<file path="src/rtl/store_merge_rmw.sv">
// store_merge_rmw: multi-cycle read-modify-write store unit merging sub-word stores into memory words
module store_merge_rmw #(
    parameter int DATA_W = 32,
    parameter int ADDR_W = 32
) (
    input  logic              clk,
    input  logic              rst_n,
    input  logic              req_valid,
    output logic              req_ready,
    input  logic [ADDR_W-1:0] req_addr,
    input  logic [DATA_W-1:0] req_data,
    input  logic [1:0]        req_op,
    output logic [ADDR_W-1:0] mem_addr,
    output logic              mem_rd_en,
    input  logic              mem_rd_valid,
    input  logic [DATA_W-1:0] mem_rd_data,
    output logic              mem_wr_en,
    output logic [DATA_W-1:0] mem_wr_data,
    input  logic              mem_wr_ready,
    output logic              done,
    output logic              err
);
    localparam int BYTES = DATA_W / 8;
    localparam int OFF_W = $clog2(BYTES);

    typedef enum logic [2:0] {IDLE, READ, WAIT, WRITE, FIN} state_t;

    state_t            state, state_nxt;
    logic [ADDR_W-1:0] addr_q;
    logic [DATA_W-1:0] data_q;
    logic [1:0]        op_q;
    logic              err_q;
    logic [OFF_W-1:0]  req_off, off;
    logic              misaligned, full_width;
    logic [BYTES-1:0]  lanes;
    logic [DATA_W-1:0] shifted, merged;

    assign req_off   = req_addr[OFF_W-1:0];
    assign off       = addr_q[OFF_W-1:0];
    assign req_ready = state == IDLE;
    assign mem_rd_en = state == READ;
    assign mem_wr_en = state == WRITE;
    assign done      = state == FIN;
    assign err       = done && err_q;
    assign mem_addr  = {addr_q[ADDR_W-1:OFF_W], {OFF_W{1'b0}}};

    // classify the incoming request: rejected, full-width (no read needed) or sub-word
    always_comb begin
        misaligned = (req_op == 2'b01 && req_off[0]) ||
                     (req_op == 2'b10 && req_off[1:0] != 2'b00) ||
                     (req_op == 2'b11 && (DATA_W == 32 || req_off != '0));
        full_width = !misaligned && (DATA_W == 32 ? req_op == 2'b10 : req_op == 2'b11);
    end

    // overlay the latched store bytes onto the old word at the byte lanes it covers
    always_comb begin
        lanes   = (op_q == 2'b00 ? BYTES'(1) : op_q == 2'b01 ? BYTES'(3) : BYTES'(15)) << off;
        shifted = data_q << {off, 3'b000};
        merged  = mem_rd_data;
        for (int i = 0; i < BYTES; i++)
            merged[8*i +: 8] = lanes[i] ? shifted[8*i +: 8] : mem_rd_data[8*i +: 8];
    end

    // state register
    always_ff @(posedge clk or negedge rst_n) begin
        if (!rst_n) state <= IDLE;
        else        state <= state_nxt;
    end

    // next-state logic
    always_comb begin
        state_nxt = state;
        case (state)
            IDLE:    if (req_valid) state_nxt = misaligned ? FIN : full_width ? WRITE : READ;
            READ:    state_nxt = WAIT;
            WAIT:    if (mem_rd_valid) state_nxt = WRITE;
            WRITE:   if (mem_wr_ready) state_nxt = FIN;
            default: state_nxt = IDLE;
        endcase
    end

    // request latch and registered write data (full-width data at accept, merged word on read return)
    always_ff @(posedge clk or negedge rst_n) begin
        if (!rst_n) begin
            addr_q      <= '0;
            data_q      <= '0;
            op_q        <= '0;
            err_q       <= 1'b0;
            mem_wr_data <= '0;
        end else begin
            if (state == IDLE && req_valid) begin
                addr_q <= req_addr;
                data_q <= req_data;
                op_q   <= req_op;
                err_q  <= misaligned;
                if (full_width) mem_wr_data <= req_data;
            end
            if (state == WAIT && mem_rd_valid) mem_wr_data <= merged;
        end
    end
endmodule
</file>
<file path="config.mk">
export PLATFORM = sky130hd
export DESIGN_NAME = store_merge_rmw
export DESIGN_NICKNAME = d
export VERILOG_FILES = /design/src/rtl/store_merge_rmw.sv
export SDC_FILE = /design/constraint.sdc
export NUM_CORES = 1
export LEC_CHECK = 0
export CAP_MARGIN = 20
export CORE_MARGIN = 8
export CORE_UTILIZATION = 32
export CTS_CLUSTER_DIAMETER = 50
export DETAILED_ROUTE_END_ITERATION = 16
export MAX_ROUTING_LAYER = met4
export PLACE_DENSITY = 0.6
export SLEW_MARGIN = 20
export SYNTH_ARGS = -nofsm -noshare
export SYNTH_HDL_FRONTEND = slang
export SYNTH_SLANG_ARGS = --single-unit
export TNS_END_PERCENT = 20
</file>
<file path="constraint.sdc">
create_clock -name clk -period 4 [get_ports clk]
set_input_delay 0.8 -clock clk [delete_from_list [all_inputs] [get_ports clk]]
set_output_delay 0.8 -clock clk [all_outputs]
set_load 0.05 [all_outputs]
</file>
==> key figures <==
Min path
  • Type of the most critical hold path: input port to async pin

Clock network
  • Root Driver: clkbuf_16
  • CTS resizes: 0
  • CTS tree: done
  • Postcts setup bufs: 0
  • CTS max path bufs: 2
  • CTS Sinks: 102
  • Worst-path clk slew: 70 ps
  • H-tree Lvls: 3
  • Post-CTS Hold Buffers: 0
  • Worst-Skew Late Latency: 350 ps
  • Num CTS Buffers: 9

Routing
  • Vias: 4640
  • Drt total wl: 16600 um
  • Violation count after the first detailed-route iteration: 329
  • Top routing layer in use: met4
  • Routed len/inst: 17.7 um
  • Routed wl met3: 1310 um
  • Via density: 4.95
  • Met1 Wirelength: 7490 um
  • Routed wl met2: 7590 um
  • First-pass DRT Iterations: 5
  • DRC Markers: 0
  • Antenna-violating nets left: 0

Placement
  • # port buffers: 169
  • Post-DP HPWL: 12300 um
  • Global placement routability congestion: 0.857
  • Area after DPL: 0.00683 sq mm
  • Placed cells: 922

Timing
  • Relative slew slack: 36.4%
  • Hold_ws: 475 ps
  • Fmax: 340 MHz
  • Clock Skew: 6.87 ps
  • Final Max Slew Viols: 0
  • RSZ-0062 raised after global routing: false
  • TNS Setup: 0 ps
  • Fin. Hold Viols: 0
  • Final worst path period need: 2940 ps
  • Final setup fails: 0
  • Fin crit share: 73.6%
  • Worst Tran Pin Value: 955 ps

Setup path
  • Data arrival, critical path: 2140 ps
  • Worst Reg-to-Reg Cells: 4
  • Worst Setup End Kind: primary output
  • Worst setup SP type: register
  • Worst path cell trace: nor2_1, and3_1, clkdlybuf4s50_1
  • Max Fanout on Critical Path: 11
  • Critical path type: register to primary output
  • Slowest-stage cell, CP: clkdlybuf4s50_1
  • Req. time, crit path: 3200 ps
  • Slowest cell delay on critical path: 810 ps

Layout
  • # fillers: 1540
  • Fin cells: 938
  • P&R area growth vs syn: 36.1%
  • Number of diodes: 0
  • Final instance area: 0.00714 sq mm
  • Share of cells above drive strength 1: 5.96%
  • Nets: 820

Synth
  • Synth cell types: 39
  • Cell taking the most area after synthesis: dfrtp_1
  • Top_reg_cell synth: dfrtp_1
  • Synth top area share: 48.7%
  • Largest cells by area after synthesis: dfrtp_1, nand2_1, buf_4
  • Number of flops mapped to enable cells by yosys: 0
  • Synth cell count leaders: nand2_1, dfrtp_1, buf_4
  • Asr flop ratio synth: 100%
  • Yosys warnings: 0
  • Mapped cell area: 0.00524 sq mm
  • Synth Instances: 600
  • Sequential area share after synthesis: 48.7%
  • FF+latch count, synth: 102
  • Mean Syn Cell Area: 8.74 sq um
  • Top-count cell post-synth: nand2_1

Run
  • Maxcap violations: 0

Power and ir drop
  • Max VDD drop: 0.317 mV
  • LEAKAGE: 0.00316 uW
  • Power density cells: 903 mW/mm^2
  • Overall Power: 6440 uW

Global route
  • Pin count of the biggest net entering global routing: 87
  • Vias in the first global route: 4687
  • First-pass GRT wire length: 25900 um
  • Overflow after GRT: 0
  • GRT Util Overall: 16.7%
  • Initial antenna violation count: 0

Floorplanning
  • Die W: 144 um
  • Initial Utilization: 32.9%
  • Total core area: 0.0159 sq mm
  • Die height: 144 um
  • Num rows: 46
  • Die ar.: 0.0207 sq mm
  • I/O pin count: 172

Status
  • Status: completed
## cell families after synthesis
logic type      Yosys count  synth area share [%]
other cells               1                0.0715
buf+inv                  84                  9.41
flops                   102                  48.7
simple gates            275                  22.2
compound gates          105                  13.1
mux                      33                  6.49
## layer usage
metal	global-route usage (%)	vias up
met2	25.4	199
met5	-	-
met1	21.8	2198
met3	3.49	20
met4	5.37	0
li1	-	2223
## final timing paths
check / start / end / slack [ps]
max in group asynchronous: rst_n / data_q[25]$_DFFE_PN0P_ / 2720
worst max-delay path: state[1]$_DFFE_PN0P_ / err / 1060
worst min-delay path: rst_n / addr_q[7]$_DFFE_PN0P_ / 480
worst max register to register: state[2]$_DFFE_PN0P_ / mem_wr_data[9]$_DFFE_PN0P_ / 1640
min in group clk: addr_q[27]$_DFFE_PN0P_ / addr_q[27]$_DFFE_PN0P_ / 480
worst min register to register: addr_q[27]$_DFFE_PN0P_ / addr_q[27]$_DFFE_PN0P_ / 480
## stage by stage
step	setup WS [ps]	util (%)
2_1_floorplan	1490	-
3_3_place_gp	1040	42.8
3_5_place_dp	960	42.8
4_1_cts	1050	44.7
5_1_grt	937	44.8
6_report	1060	44.8
## sequential cells by signal (all words and copies together), names as in the netlist
name	flops
mem_wr_data	32
err_q	1
op_q	2
data_q	32
state	3
addr_q	32
## critical path, delay by kind of cell (launching register included)
kind          cells  cell delay (ps)
flops             1              510
buf+inv           1              810
simple gates      2              460
## power by group
part | internal [uW] | switching, uW | total, uW
Sequential | 1540 | 430 | 1970
Clock | 517 | 386 | 903
Combinational | 1260 | 2320 | 3580
## placed cells by master (no fill, tap or decap), types with 2 or more instances in the layout
cell,Yosys,routed
o21ai_1,2,2
nor3b_1,2,2
nand2_1,209,209
o22ai_1,8,8
a31oi_1,16,16
nor2_2,1,2
inv_1,9,9
a211oi_1,17,17
nand3_1,3,3
clkbuf_8,0,2
mux2i_1,25,25
nor3_1,19,19
nor2_1,21,20
clkbuf_16,0,9
a311o_1,8,8
mux2_2,8,8
clkdlybuf4s50_1,0,168
nor2b_1,9,9
buf_4,34,11
dfrtp_1,102,102
o21ai_0,16,16
clkinv_2,0,3
a21oi_1,27,27
o221ai_1,8,8
conb_1,1,2
## final cells by class
cell class / count / area, sq um / share of cell area, %
inverter: 9 / 33.8 / 0.473
tap: 216 / 270 / 3.79
clock buffer: 12 / 256 / 3.59
multi-input combinational: 415 / 2200 / 30.9
sequential: 102 / 2550 / 35.8
timing repair buffer: 180 / 1780 / 24.9
clock inverter: 4 / 45.0 / 0.631
(Power assumes the default switching activity.)
==> patch: new RTL, config.mk and constraints unchanged <==
`ADDR_W`: 32 -> 64.
--- a/src/rtl/store_merge_rmw.sv
+++ b/src/rtl/store_merge_rmw.sv
@@ -3,3 +3,3 @@
     parameter int DATA_W = 32,
-    parameter int ADDR_W = 32
+    parameter int ADDR_W = 64
 ) (
Ports: changed (resized mem_addr and req_addr); port bits go from 172 to 236. The function was not compared with the original's and may differ.
==> patch against the original RTL <==
Combinational power up 33%; routed wire length up 28%; total power up 38%; clock skew up 1.8 ps; critical path depth unchanged; non-clock buffer count up 62; synthesized area up 28%; sequential cell count up 32; setup slack worse by 80 ps; sequential share of layout area up 0.15 points; final area up 31%; clock power up 78%; critical path type unchanged.
==> patch: results <==
{
  "layout.nets": 1050,
  "dr.max_layer_used": "met4",
  "yosysUniqueCellTypes": 40,
  "grtUsageTotal_pct": 16.9,
  "status": "finished clean",
  "top_regs": "addr_q (64), data_q (32), mem_wr_data (32)",
  "use_met1_pct": 21.9,
  "yosysSeqAreaShare_pct": 50.1,
  "drive_gt1_share_pct": 6.03,
  "synth_warnings": 0,
  "clkLatencyLatePin_ps": 410,
  "place_ws_ps": 947,
  "place_hpwl_mm": 15.0,
  "first_global_vias": 5672,
  "place_congestion": 0.754,
  "wl_met1_mm": 9.87,
  "antenna_found_initial": 2,
  "fin_skew_ps": 8.63,
  "drt-total-wl_mm": 21.3,
  "htreeDepth": 4,
  "cts_buffers": 17,
  "vdd_ir_drop_max_uv": 332,
  "ctsResizeCount": 0,
  "p_leak_nw": 4.22,
  "met2_usage_pct": 25.8,
  "synth_area_leaders": "dfrtp_1 (50%), nand2_1 (17%), buf_4 (7.2%)",
  "syn_inst": 766,
  "grt_pass1_wl_mm": 33.4,
  "clock-root-buffer": "clkbuf_16",
  "critPathMaxFanout": 11,
  "firstDrtPassIters": 5,
  "placed_area_um2": 8730,
  "dp_cells": 1171,
  "tightest_slew_ps": 1010,
  "viasPerCell": 4.67,
  "die_w_um": 161,
  "hp-class": "primary input to async pin",
  "io_buffers": 233,
  "synthTopCellsByCount": "nand2_1 (305), dfrtp_1 (134), buf_4 (64), buf_2 (28), a21oi_1 (27)",
  "cp.arrival_ps": 2220,
  "vias": 5630,
  "cpPeakStageDelay_ps": 840,
  "use_met3_pct": 4.40,
  "async_flop_share_pct": 100,
  "drtIter0Drc": 422,
  "wl_met3_mm": 1.17,
  "grt_max_degree": 99,
  "wl_met2_mm": 10.1
}
==> patch: path summary, 6_finish.rpt <==
check | startpoint | endpoint | slack, ps | depth (start not counted)
worst max-delay path | state[1] | err | 980 | 3
worst max register to register | state[2] | err_q | 1690 | 4
worst min register to register | addr_q[58] | addr_q[58] | 470 | 2
min in group clk | addr_q[58] | addr_q[58] | 470 | 2
max in group asynchronous | rst_n | addr_q[18] | 2720 | 2
worst min-delay path | rst_n | addr_q[8] | 430 | 1
==> patch: critical path: cells and delay by family (launching register included) <==
family | cells | cell delay, ps
flops | 1 | 520
simple gates | 2 | 460
buf+inv | 1 | 840
==> patch: cell families (layout without fill, tap and decap cells) <==
group	count (synthesis)	after routing	synth area share [%]
other cells	1	4	0.0560
simple gates	371	371	22.8
compound gates	105	105	10.3
mux	33	33	5.08
buf+inv	122	283	11.6
flops	134	134	50.1
==> patch: report_power, final <==
part           switching [mW]  total [mW]  internal, mW
clock network           0.583        1.61          1.03
registers               0.490        2.51          2.02
logic                    3.13        4.75          1.62
==> patch: metrics by stage <==
stage               power [mW]  util (%)
detailed placement        7.31      42.0
global placement          7.27      42.0
CTS                       8.97      44.9
finish                    8.87      45.0
floorplan                 6.10         -
global route              9.40      45.0
==> patch: cell type report <==
| type | instances | area (um^2) |
|---|---|---|
| clock buffers | 23 | 478 |
| inverters | 9 | 33.8 |
| fillers | 2032 | 11400 |
| repair buffers | 242 | 2430 |
| diodes | 2 | 5.00 |
| clock inverters | 9 | 124 |
| well taps | 275 | 344 |
| multi-input cells | 511 | 2570 |
| flip-flops and latches | 134 | 3350 |
